===== config.mk =====
export PLATFORM = sky130hd
export DESIGN_NAME = imem_loader
export DESIGN_NICKNAME = d
export VERILOG_FILES = /design/src/rtl/imem_loader_pkg.sv /design/src/rtl/imem_word_assembler.sv /design/src/rtl/imem_loader.sv
export SDC_FILE = /design/constraint.sdc
export NUM_CORES = 1
export LEC_CHECK = 0
export BUFFER_PORTS_ARGS = -buffer_cell sky130_fd_sc_hd__buf_2
export CORE_MARGIN = 2
export CORE_UTILIZATION = 45
export CTS_BUF_LIST = sky130_fd_sc_hd__clkbuf_16
export DETAILED_ROUTE_END_ITERATION = 10
export GPL_TIMING_DRIVEN = 1
export PLACE_DENSITY = 0.71
export SLEW_MARGIN = 20
export SYNTH_ARGS = -nofsm -noshare
export SYNTH_HDL_FRONTEND = slang
export SYNTH_SLANG_ARGS = --single-unit

===== constraint.sdc =====
create_clock -name clk -period 5.1 [get_ports clk]
set_input_delay 1.53 -clock clk [delete_from_list [all_inputs] [get_ports clk]]
set_output_delay 1.53 -clock clk [all_outputs]
set_load 0.03 [all_outputs]

===== src/rtl/imem_loader_pkg.sv =====
// imem_loader_pkg: types and constants shared by the instruction-memory loader.
//   state_e    - loader FSM states
//   WORD_BYTES - bytes per instruction word
//   LEN_CHK_W  - width used for the byte-length product and the byte counter.
//                It holds len_words*4 for any 16-bit len_words without truncation.
package imem_loader_pkg;
  localparam int WORD_BYTES = 4;
  localparam int LEN_CHK_W  = 18;

  typedef enum logic [2:0] {
    S_IDLE,
    S_LOAD,
    S_FLUSH,
    S_DONE,
    S_ERROR
  } state_e;
endpackage


===== src/rtl/imem_word_assembler.sv =====
// imem_word_assembler: builds little-endian 32-bit words from a byte stream and
// XOR-accumulates each completed word into a running checksum.
// This module exists only in builds where IMEM_LOADER_CHECKSUM_EN is defined.
//   clk, rst           - clock, async active-high reset
//   clr                - synchronous clear of the word and the checksum
//   byte_vld           - a byte is accepted this cycle
//   byte_last          - the accepted byte is the top byte of its word
//   byte_data          - the accepted byte
//   checksum           - XOR of all completed words
`ifdef IMEM_LOADER_CHECKSUM_EN
module imem_word_assembler
  import imem_loader_pkg::*;
(
  input  logic                      clk,
  input  logic                      rst,
  input  logic                      clr,
  input  logic                      byte_vld,
  input  logic                      byte_last,
  input  logic [7:0]                byte_data,
  output logic [8*WORD_BYTES-1:0]   checksum
);
  logic [8*WORD_BYTES-1:0] word_q, word_d, sum_q, sum_d, word_next;

  // New bytes enter at the top, so after four bytes word = {b3,b2,b1,b0}.
  assign word_next = {byte_data, word_q[8*WORD_BYTES-1:8]};

  always_comb begin
    word_d = word_q;
    sum_d  = sum_q;
    if (clr) begin
      word_d = '0;
      sum_d  = '0;
    end else if (byte_vld) begin
      word_d = word_next;
      if (byte_last) sum_d = sum_q ^ word_next;
    end
  end

  always_ff @(posedge clk or posedge rst) begin
    if (rst) begin
      word_q <= '0;
      sum_q  <= '0;
    end else begin
      word_q <= word_d;
      sum_q  <= sum_d;
    end
  end

  assign checksum = sum_q;
endmodule
`endif


===== src/rtl/imem_loader.sv =====
// imem_loader: writes a little-endian byte stream into the instruction memory
// at addresses 0,1,2,... and holds the CPU until the program is complete.
// Optional checksum output is enabled by defining IMEM_LOADER_CHECKSUM_EN.
//   clk, reset          - clock, async active-high reset
//   start, len_words    - begin a load of len_words 32-bit words
//   in_valid/in_ready   - byte stream handshake, in_data carries the byte
//   mem_we/addr/wdata   - registered byte write port to the memory
//   busy, done, error   - status (LOAD/FLUSH, finished, rejected)
//   cpu_hold            - CPU must not fetch while high
//   checksum            - XOR of loaded words (optional)
module imem_loader
  import imem_loader_pkg::*;
#(
  parameter int DEPTH_BYTES = 128,
  parameter int ADDR_W      = 64
) (
  input  logic              clk,
  input  logic              reset,
  input  logic              start,
  input  logic [15:0]       len_words,
  input  logic              in_valid,
  input  logic [7:0]        in_data,
  output logic              in_ready,
  output logic              mem_we,
  output logic [ADDR_W-1:0] mem_addr,
  output logic [7:0]        mem_wdata,
  output logic              busy,
  output logic              done,
  output logic              error,
  output logic              cpu_hold
`ifdef IMEM_LOADER_CHECKSUM_EN
  ,output logic [31:0]      checksum
`endif
);
  state_e                 state_q, state_d;
  logic [LEN_CHK_W-1:0]   cnt_q, cnt_d;
  logic [LEN_CHK_W-1:0]   last_q, last_d;
  logic [LEN_CHK_W-1:0]   len_bytes;
  logic [LEN_CHK_W-1:0]   mem_addr_q, mem_addr_d;
  logic [7:0]             mem_wdata_q, mem_wdata_d;
  logic                   mem_we_q, mem_we_d;
  logic                   start_ok, accept;

  // Full-width product so large len_words can never alias to a small length.
  assign len_bytes = LEN_CHK_W'(len_words) * LEN_CHK_W'(WORD_BYTES);
  assign start_ok  = start && (state_q == S_IDLE || state_q == S_DONE || state_q == S_ERROR);
  assign accept    = (state_q == S_LOAD) && in_valid;

  always_comb begin
    state_d     = state_q;
    cnt_d       = cnt_q;
    last_d      = last_q;
    mem_we_d    = 1'b0;
    mem_addr_d  = mem_addr_q;
    mem_wdata_d = mem_wdata_q;
    case (state_q)
      S_IDLE, S_DONE, S_ERROR: begin
        if (start) begin
          cnt_d = '0;
          if (len_bytes == '0)                                state_d = S_DONE;
          else if (len_bytes > LEN_CHK_W'(DEPTH_BYTES))       state_d = S_ERROR;
          else begin
            state_d = S_LOAD;
            last_d  = len_bytes - 1'b1;
          end
        end
      end
      S_LOAD: begin
        if (accept) begin
          mem_we_d    = 1'b1;
          mem_addr_d  = cnt_q;
          mem_wdata_d = in_data;
          cnt_d       = cnt_q + 1'b1;
          if (cnt_q == last_q) state_d = S_FLUSH;
        end
      end
      // Final write is on the port this cycle; memory captures it at the edge.
      S_FLUSH: state_d = S_DONE;
      default: state_d = S_IDLE;
    endcase
  end

  always_ff @(posedge clk or posedge reset) begin
    if (reset) begin
      state_q     <= S_IDLE;
      cnt_q       <= '0;
      last_q      <= '0;
      mem_we_q    <= 1'b0;
      mem_addr_q  <= '0;
      mem_wdata_q <= '0;
    end else begin
      state_q     <= state_d;
      cnt_q       <= cnt_d;
      last_q      <= last_d;
      mem_we_q    <= mem_we_d;
      mem_addr_q  <= mem_addr_d;
      mem_wdata_q <= mem_wdata_d;
    end
  end

  // Status is decoded from the registered state, so it is glitch-free and
  // in_ready drops in the FLUSH cycle right after the last byte.
  assign in_ready  = (state_q == S_LOAD);
  assign busy      = (state_q == S_LOAD) || (state_q == S_FLUSH);
  assign done      = (state_q == S_DONE);
  assign error     = (state_q == S_ERROR);
  assign cpu_hold  = (state_q != S_DONE);
  assign mem_we    = mem_we_q;
  assign mem_addr  = ADDR_W'(mem_addr_q);
  assign mem_wdata = mem_wdata_q;

`ifdef IMEM_LOADER_CHECKSUM_EN
  imem_word_assembler u_asm (
    .clk       (clk),
    .rst       (reset),
    .clr       (start_ok),
    .byte_vld  (accept),
    .byte_last (cnt_q[1:0] == 2'b11),
    .byte_data (in_data),
    .checksum  (checksum)
  );
`endif
endmodule


== After elaboration in Yosys (flattened, before gate mapping) ==
Cells that the tools add are included.
Word-level totals
  bits in registers: 66
  latch bits: 0
  bits in writable memories: 0
  bits in read-only memories: 0
  logic and storage cells: 41
  memories: 0
Cells by class
  $add $sub $neg: 2
  multipliers: 0
  div/mod/pow operators: 0
  magnitude comparators: 1
  equal/unequal tests: 9
  shifts and indexed selects: 0
  muxes and demuxes: 11
  bitwise logic cells: 2
  reduce and logical (&&, ||, !) cells: 10
Operator list (count)
  $mux 18: 2
  $pmux 18 s2: 1
  $add 18x1->18 const B: 1
  $eq 18x18->1: 1
  $gt 18x8->1 const B: 1
  $logic_not 18->1: 1
  $sub 18x1->18 const B: 1
  $mux 3: 5
  $pmux 3 s3: 1
  $eq 3x2->1 const B: 2
  $reduce_and 3->1: 2
  $ne 2x1->1 const B: 2
  $reduce_and 4->1: 1
  $eq 3x1->1 const B: 1
  $eq 3x3->1 const B: 1
  $logic_not 3->1: 1
  $ne 3x2->1 const B: 1
  $reduce_or 3->1: 1
  $mux 1: 2
  $ne 2x2->1 const B: 1
  $not 1->1: 2
  $reduce_and 2->1: 1
  $reduce_bool 2->1: 1
  $logic_and 1x1->1: 1
  $logic_or 1x1->1: 1

== Logic depth before layout (Yosys ltp) ==
  depth in word-level cells: 5
  depth in mapped cells: 9
  mapped depth without buffers: 7

== Worst setup path before layout ==
OpenSTA, ideal clock, no wires.
  kind: input to register
  from: input port len_words[5]
  to: register last_q[10]
  library setup time: 0.119 ns
  data arrival time: 3.007 ns
  required time: 4.981 ns
  path slack: 1.974 ns
  stages: 6
  buffers on the path: 2
  cells stage by stage: or3_4 > or4b_4 > and4b_1 > buf_6 > buf_6 > o21a_1
Between the ends
  cells in the longest elaborated chain, start to end: 3
  elaborated cells between the ends (all ways): 6
  those cells by class: add/sub: 1; order compare: 1; bitwise: 2; reduce/logical: 2
RTL lines
  start: declaration: line imem_loader.sv:20  | input logic [15:0] len_words,
  $gt 18x8->1 or $logic_not 18->1 (tied branches): line imem_loader.sv:61, imem_loader.sv:60
  $not 1->1 (no line)
  $reduce_and 4->1 (no line)
  end signal: assignment: line imem_loader.sv:94  | last_q <= last_d;
  end: declaration: line imem_loader.sv:37  | logic [LEN_CHK_W-1:0] last_q, last_d;
Parallel ways exist; a longest one is shown, timed or not.
A chain may end at the register's enable or synchronous reset.

== Worst setup path in the final report ==
  from: input port len_words[0]
  to: register last_q[10]
The elaborated chain is that of the path after synthesis.

==> run metrics <==
Reg clk slew, reported paths=0.05 ns; CTS HTree Levels=3; drt initial violations=97; element type at the critical path start=input pin; Die Span X=92.2 um; Rel. slew slack=48.5%; Peak VDD IR=0.000221 V; ys async rst share=100%; Max FO, Critical Path=25; Pwr Total=0.00140 W; mux cell area share after synthesis=9.00%; setup TNS=0 ns; reg2reg start=state_q[1]; WHS Endpoint=last_q[1]; CTS Buf Count=9; WP buf/inv=2; Fillers=730; period utilization=69.6%; pre-CTS WS=1.21 ns; diode count=0; number of enable flip-flop cells after synthesis=0; leakage power=1.98 nW; WL final=6490 um; Resize count post-CTS=0; final hold violations=0; #FFs+latches synth=65; Post-Synth Adder-Cell Area=1.07%; RSZ-0062 raised after global routing=no; DR vias/cell=4.86; CTS tree=yes; Setup crit end kind=flip-flop; pin count of the biggest net entering global routing=36; clock latency on the worst-skew pair=0.32 ns; crit path cell chain=buf_2, inv_1, ha_1, or4b_1, a21oi_1, and4b_1, nand2_1, o21a_1; drt wl/cell=13.1 um; nets@finish=420; drt pass-1 iters=5; status=finished, final reports clean; number of max-cap violations=0; Req. time, crit path=5.31 ns; initial antenna violation count=0; via count=2,412; crit path DAT=3.76 ns; Longest Clk Path Bufs=2; critical path type=input pin to flip-flop; DIE AREA=8510 um2; Finish-stage setup viols=0; delay-heaviest family, CP=simple AND/OR/NAND/NOR gates; Synth Area in Compound Gates=6.93%; Hold Path Cell Cnt=1; Sink Count=65; Synth cell types=42; Mapped Area=3500 um2; Top Ports=106; fraction of the mapped netlist area in simple logic gates=14.2%; measured slew at the worst slew-check pin=0.772 ns; post-synthesis sequential area ratio=46.4%; global route overflow=0; Root Buffer=clkbuf_16; flop2flop setup slack=2.17 ns; Crit path largest cell delay=0.74 ns; xor/xnor share of the synthesized area=9.50%; Area growth syn-to-layout=13.5%; Mapped Avg Cell Area=10.6 um2; GRT Util Overall=16.6%; utilization after layout=52.0%; min-delay src=last_q[1]; R2R cell count=5; maximum clock rate=282 MHz; Hold WC Path Type=flip-flop to flip-flop; Starting Density=45.8%; worst clock skew=0.00738 ns; port bufs=59; crit path time final=3.55 ns; combinational family with the most area after synthesis=simple AND/OR/NAND/NOR gates; remaining antenna violation count=0; row cnt=32; Core ar.=7650 um2; total setup buffers inserted after CTS=0; # DRC=0; PnR worst setup slack=1.55 ns; DIE HEIGHT=92.2 um; vias in the first global route=2,290; synth warn=0; Post-CTS Hold Buffers=0; first-pass GRT wire length=11,000 um; HPWL Detailed=4850 um; GP Congestion=0.867; share of cells above drive strength 1=27.2%; CP max-delay cell=and4b_1; worst r2r dst=last_q[10]; Post-Syn Instances=331; most common flop cell mapped by yosys=dfrtp_1; Pwr per Cell Area=353 nW/um2; Final Slew Violations=0
[routing by layer]
layer	share of wire, %	global-route usage (%)	vias up
li1	-	-	1167
met1	46	22.4	1165
met2	48	26.2	72
met3	4.5	4.60	8
met4	1.2	5.10	0
met5	0	0	-
[worst register-to-register path, delay by kind of cell (launching register included)]
kind | cells | cell delay, ns
and+or+nand+nor | 3 | 1.51
DFF | 1 | 0.51
AOI/OAI and AO/OA | 2 | 0.79
[sequential cells by signal (all words and copies together) (netlist names)]
signal	count
cnt_q	18
last_q	17
mem_addr_q	18
mem_wdata	8
mem_we	1
state_q	3
[cell usage after synthesis (all sizes together) (2+ instances only)]
master   n  area share, %
dfrtp   65             46
buf     52             11
nor2    32            3.4
mux2    28            9.0
xnor2   24            6.0
xor2    14            3.5
nand2   13            1.4
nand4   12            2.1
a21oi   11            1.6
o21a    11            2.4
clkbuf   7           0.75
inv      7           0.75
nand3    6           0.86
nor3     5           0.71
nor4     5           0.89
and2     4           0.71
and3     4           0.71
ha       3            1.1
nor3b    3           0.64
or4b     3           0.96
a211oi   2           0.43
a22o     2           0.50
nand2b   2           0.36
or3      2           0.50
[area by class of cell]
cell class                      count  area, um2  share of cell area (%)
Clock buffer                        9        225                    5.66
Clock inverter                      7       62.6                    1.57
Inverter                            7       26.3                   0.661
Multi-Input combinational cell    245       1600                    40.2
Sequential cell                    65       1630                    40.9
Tap cell                          102        128                    3.21
Timing Repair Buffer               61        310                    7.80
[worst max path at each step]
stage,from,endpoint,slack (ns),cells past startpoint
final,len_words[0],last_q[10],1.55,8
after global routing,len_words[0],last_q[16],1.31,8
after CTS,len_words[0],last_q[10],1.51,8
after detailed placement,len_words[0],last_q[17],1.21,8
after global placement,len_words[0],last_q[8],1.33,8
after floorplan,reset,cnt_q[0],1.94,1
[kinds of logic (layout without fill, tap and decap cells)]
logic type	Yosys count	after routing
multiplexers	28	28
XOR/XNOR	38	38
flip-flops	65	65
buffers and inverters	66	84
AO/OA/AOI/OAI	35	35
AND/OR/NAND/NOR	95	95
adder cells (fa/ha/maj)	3	3
other	1	46
[layout by cell type (no fill, tap or decap), types with 2 or more instances in the layout]
cell type	n
a211oi_1	2
nand2b_1	2
nor4_1	5
clkinv_2	2
dfrtp_1	65
nor2_1	32
inv_1	7
nand2_1	13
clkinvlp_4	2
mux2_2	28
ha_1	3
o21a_1	11
xor2_1	14
xnor2_1	24
buf_2	59
buf_4	2
or4b_1	2
clkbuf_16	9
and3_1	4
nand3_1	6
a22o_1	2
nor3b_1	3
nor3_1	5
conb_1	46
and2_1	4
a21oi_1	11
nand4_1	12
[where the power goes]
part | internal (W) | switching [W]
Sequential | 0.000557 | 0.0000192
Clock | 0.000372 | 0.000209
Combinational | 0.0000726 | 0.000174
[through the flow]
step / instances / hold WS (ns) / area, um2
after CTS: 496 / 0.500 / 3980
final: 496 / 0.495 / 3980
after floorplan: 376 / 0.456 / 3670
after global placement: 480 / 0.483 / 3690
after global routing: 496 / 0.519 / 3980
after detailed placement: 480 / 0.490 / 3690
(Power assumes the default switching activity.)
